**src/rtl/pipe_barrel_shifter.sv**
```systemverilog
// Pipelined log-depth barrel shifter (SLL/SRL/SRA/ROR) made of 2:1 mux columns,
// one registered column per shift-amount bit, with a valid/ready handshake.

module mux2x1 (
    input  logic in0,
    input  logic in1,
    input  logic sel,
    output logic y
);
    assign y = sel ? in1 : in0;
endmodule

module pipe_barrel_shifter #(
    parameter int WIDTH = 8,
    parameter int SHW   = 3
) (
    input  logic             clk,
    input  logic             rst_n,
    input  logic             in_valid,
    output logic             in_ready,
    input  logic [WIDTH-1:0] in_data,
    input  logic [SHW-1:0]   in_shamt,
    input  logic [1:0]       in_op,
    output logic             out_valid,
    input  logic             out_ready,
    output logic [WIDTH-1:0] out_data
);
    typedef logic [WIDTH-1:0] word_t;

    localparam logic [1:0] OP_SLL = 2'b00;
    localparam logic [1:0] OP_SRL = 2'b01;
    localparam logic [1:0] OP_SRA = 2'b10;
    localparam logic [1:0] OP_ROR = 2'b11;

    logic [SHW-1:0][WIDTH-1:0] src_data, sh_data, col_data, data_d, data_q;
    logic [SHW-1:0][1:0]       src_op, op_d, op_q;
    logic [SHW-1:0][SHW-1:0]   src_shamt, shamt_d, shamt_q;
    logic [SHW-1:0]            src_vld, vld_d, vld_q;
    logic                      stall;
    logic                      unused_tail;

    // Shifted-by-amt mux leg. For SRA the current MSB is the operand's original
    // sign bit, since no stage shifts by WIDTH or more.
    function automatic word_t shift_leg(input word_t d, input logic [1:0] op,
                                        input int unsigned amt);
        logic signed [WIDTH-1:0] ds;
        word_t                   r;
        ds = d;
        case (op)
            OP_SLL:  r = d << amt;
            OP_SRL:  r = d >> amt;
            OP_SRA:  r = $unsigned(ds >>> amt);
            OP_ROR:  r = (d >> amt) | (d << (WIDTH - amt));
            default: r = d;
        endcase
        return r;
    endfunction

    assign stall     = vld_q[SHW-1] && !out_ready;
    assign in_ready  = !stall;
    assign out_valid = vld_q[SHW-1];
    assign out_data  = data_q[SHW-1];

    // Each stage consumes shamt bit 0 and forwards the remaining bits downshifted.
    always_comb begin
        src_data[0]  = in_data;
        src_op[0]    = in_op;
        src_shamt[0] = in_shamt;
        src_vld[0]   = in_valid;
        for (int k = 1; k < SHW; k++) begin
            src_data[k]  = data_q[k-1];
            src_op[k]    = op_q[k-1];
            src_shamt[k] = shamt_q[k-1];
            src_vld[k]   = vld_q[k-1];
        end
        for (int k = 0; k < SHW; k++) begin
            sh_data[k] = shift_leg(src_data[k], src_op[k], 1 << k);
        end
    end

    for (genvar k = 0; k < SHW; k++) begin : g_col
        for (genvar b = 0; b < WIDTH; b++) begin : g_bit
            mux2x1 u_mux (
                .in0 (src_data[k][b]),
                .in1 (sh_data[k][b]),
                .sel (src_shamt[k][0]),
                .y   (col_data[k][b])
            );
        end
    end

    always_comb begin
        data_d  = data_q;
        op_d    = op_q;
        shamt_d = shamt_q;
        vld_d   = vld_q;
        if (!stall) begin
            data_d = col_data;
            op_d   = src_op;
            vld_d  = src_vld;
            for (int k = 0; k < SHW; k++) begin
                shamt_d[k] = src_shamt[k] >> 1;
            end
        end
    end

    // Stage registers: column k output lands in index k.
    always_ff @(posedge clk or negedge rst_n) begin
        if (!rst_n) begin
            data_q  <= '0;
            op_q    <= '0;
            shamt_q <= '0;
            vld_q   <= '0;
        end else begin
            data_q  <= data_d;
            op_q    <= op_d;
            shamt_q <= shamt_d;
            vld_q   <= vld_d;
        end
    end

    assign unused_tail = ^{op_q[SHW-1], shamt_q[SHW-1]};

endmodule

```
**config.mk**
```make
export PLATFORM = sky130hd
export DESIGN_NAME = pipe_barrel_shifter
export DESIGN_NICKNAME = d
export VERILOG_FILES = /design/src/rtl/pipe_barrel_shifter.sv
export SDC_FILE = /design/constraint.sdc
export NUM_CORES = 1
export LEC_CHECK = 0
export ABC_CLOCK_PERIOD_IN_PS = 2400
export BUFFER_PORTS_ARGS = -buffer_cell sky130_fd_sc_hd__buf_2
export CORE_MARGIN = 1
export CORE_UTILIZATION = 39
export CTS_CLUSTER_DIAMETER = 100
export DETAILED_ROUTE_END_ITERATION = 8
export PLACE_DENSITY_LB_ADDON = 0.12
export RECOVER_POWER = 25
export SETUP_SLACK_MARGIN = 0.3
export SLEW_MARGIN = 20
export SYNTH_ARGS = -nofsm -noshare
export SYNTH_HDL_FRONTEND = slang
export SYNTH_SLANG_ARGS = --single-unit
```
**constraint.sdc**
```tcl
create_clock -name clk -period 2.4 [get_ports clk]
set_input_delay 0.48 -clock clk [delete_from_list [all_inputs] [get_ports clk]]
set_output_delay 0.48 -clock clk [all_outputs]
set_load 0.03 [all_outputs]
```
==> flow_metrics.py <==
metrics = {
    "outcome": {
        "status": "completed",
    },
    "route": {
        "dr.pass1.iters": 4,
        "met3_length_um": 136,
        "vias": 1488,
        "wl_met2_um": 1890,
        "wl_per_cell_um": 14.0,
        "route.top_layer_used": "met4",
        "met1Wirelength_um": 1750,
        "drtIter0Drc": 62,
        "via_per_inst": 5.45,
        "finalWirelength_um": 3810,
        "drc": 0,
        "ant_nets": 0,
    },
    "finish": {
        "final_nets": 238,
        "drive_above_1_share_pct": 18.1,
        "final_cell_mix": "47 x nand2_1, 38 x o21ai_0, 34 x dfrtp_1, 26 x buf_2, 14 x inv_1",
        "mostFrequentLayoutCell": "nand2_1",
        "antenna_cells": 0,
        "area_delta_synth_final_pct": 11.5,
        "final_cells": 273,
    },
    "cts": {
        "ctsHoldBuffers": 0,
        "cts_resized": 0,
        "clk-insertion-delay-late_ps": 280,
        "tritoncts": "built",
        "postCtsSetupBuffers": 0,
        "clock_sinks": 34,
        "clk_pin_slew_ps": 60,
        "cts-htree-levels": 2,
        "cts_made_buffers": 5,
        "root_buffer": "clkbuf_8",
        "clock_path_buffers": 2,
    },
    "yosys": {
        "synth_top_family_by_area": "compound AO/OA/AOI/OAI gates",
        "synthSimpleGateAreaFrac_pct": 11.7,
        "synth_area_um2": 1790,
        "synth_top_area_share_pct": 47.5,
        "synthFlopType": "dfrtp_1",
        "ys_types": 28,
        "synth-compound-area-share_pct": 28.1,
        "synth_edf_count": 0,
        "synthArstFlopShare_pct": 100,
        "synth_seq_cells": 34,
        "yosysSeqAreaShare_pct": 47.5,
        "syn_nets": 217,
        "synth_xor_area_share_pct": 0,
        "synth.largest_area_cell": "dfrtp_1",
        "yosys-top-cells-area": "dfrtp_1 47%, o21ai_0 11%, nand2_1 9.8%",
        "synth-adder-area-share_pct": 0,
        "syn_avg_cell_area_um2": 8.96,
        "synth_cells": 200,
        "synth_warnings": 0,
        "muxShareOfSynthArea_pct": 4.82,
    },
    "setup_path": {
        "critical_path.max_stage_delay_ps": 360,
        "cp_slowest_cell": "dfrtp_1",
        "regToRegStartpoint": "op_q[0]$_DFFE_PN0N_",
        "path_cells": "nor2b_1 -> inv_1 -> buf_4 -> buf_2",
        "startpoint": "vld_q[2]$_DFFE_PN0N_",
        "critPathKind": "register to primary output",
        "start_kind": "register",
        "crit_fanout": 18,
        "crit_path_end_kind": "primary output",
        "cp.arrival_ps": 1270,
        "cp.required_ps": 1920,
    },
    "place": {
        "portBuffers": 26,
        "dp_cells": 266,
        "dp_hpwl_um": 2730,
        "globalplace.congestion": 0.801,
        "place_ws_ps": 744,
    },
    "power_and_ir_drop": {
        "vdd_drop_max_uv": 294,
        "finalPower_mw": 2.27,
        "power_density_nw_per_um2": 1140,
        "leakage_nw": 0.923,
    },
    "grt": {
        "grt_pass1_vias": 1487,
        "track_usage_pct": 17.6,
        "gr-total-overflow": 0,
        "grt_pass1_wl_um": 6820,
        "grt_max_degree": 35,
        "antenna_found_initial": 0,
    },
    "floorplanning": {
        "initial_core_util_pct": 40.9,
        "die_w_um": 69.8,
        "fp.dieArea_um2": 4870,
        "core_area_um2": 4380,
        "io_pins": 27,
        "die_h_um": 69.8,
        "row_count": 24,
    },
    "timing": {
        "setup_viol": 0,
        "max_freq_mhz": 573,
        "min_period_ps": 1750,
        "rsz0062_at_grt": "no",
        "tightest_slew_ps": 756,
        "worst_slew_margin_rel_pct": 49.6,
        "finalSetupTns_ps": 0,
        "hold_slack_ps": 264,
        "fin_ws_ps": 654,
        "finalClockSkew_ps": 2.65,
        "fin_crit_sh_pct": 72.7,
        "finalMaxSlewViolations": 0,
        "hold_viol": 0,
    },
    "flow_run": {
        "maxCapViolCount": 0,
    },
    "min_path": {
        "hold_class": "input pin to asynchronous set/reset pin",
    },
}
-- layer usage --
metal | track usage [%] | up-vias
met5 | 0 | -
met4 | 8.00 | 0
met3 | 4.65 | 4
met2 | 28.6 | 34
met1 | 21.9 | 698
li1 | - | 752
-- cell families after synthesis --
family | Yosys count
buffers and inverters | 29
DFF | 34
muxes | 7
AOI/OAI and AO/OA | 77
and+or+nand+nor | 53
-- metrics by stage --
| step | util, % | area (µm²) |
|---|---|---|
| after floorplan | - | 1790 |
| after detailed placement | 43.8 | 1920 |
| after CTS | 45.5 | 2000 |
| after global placement | 43.8 | 1920 |
| after global routing | 45.5 | 2000 |
| final | 45.5 | 2000 |
-- cell type report --
class	count	area, µm²
Timing Repair Buffer	29	153
Sequential cell	34	851
Fill cell	459	2390
Inverter	14	52.6
Clock buffer	7	76.3
Tap cell	52	65.1
Multi-Input combinational cell	137	800
-- where the power goes --
group / switching [mW] / total, mW / internal (mW)
sequential: 0.225 / 1.02 / 0.795
combinational: 0.513 / 0.866 / 0.353
clock: 0.189 / 0.389 / 0.200
-- synth_stat cells, types with 3 or more instances --
library cell  instances
o21a_1                3
o21ai_1               7
nand2_1              47
o311a_1               9
o21ai_0              38
buf_2                 9
a2bb2oi_1             4
a221oi_1              5
dfrtp_1              34
o22ai_1               4
inv_1                14
mux2_1                3
-- flip-flops by register name, summed over array words and instances, names as in the netlist --
name and cells:
data_q 16, op_q 4, out_data 8, vld_q 3
shamt_q 3
-- final timing paths --
check | slack [ps] | end | cells past startpoint
setup / recovery | 650 | in_ready | 4
hold / removal | 260 | out_data[0]$_DFFE_PN0N_ | 1
setup reg to reg | 970 | data_q[14]$_DFFE_PN0N_ | 3
hold reg to reg | 470 | shamt_q[1]$_DFFE_PN0N_ | 2
max in group asynchronous | 1650 | out_data[5]$_DFFE_PN0N_ | 1
min in group clk | 390 | shamt_q[1]$_DFFE_PN0N_ | 3
-- critical path: cells and delay by family, from the launching register on --
family	cells	cell delay (ps)
buffers and inverters	3	490
and+or+nand+nor	1	140
DFF	1	360
(Power assumes the default switching activity.)
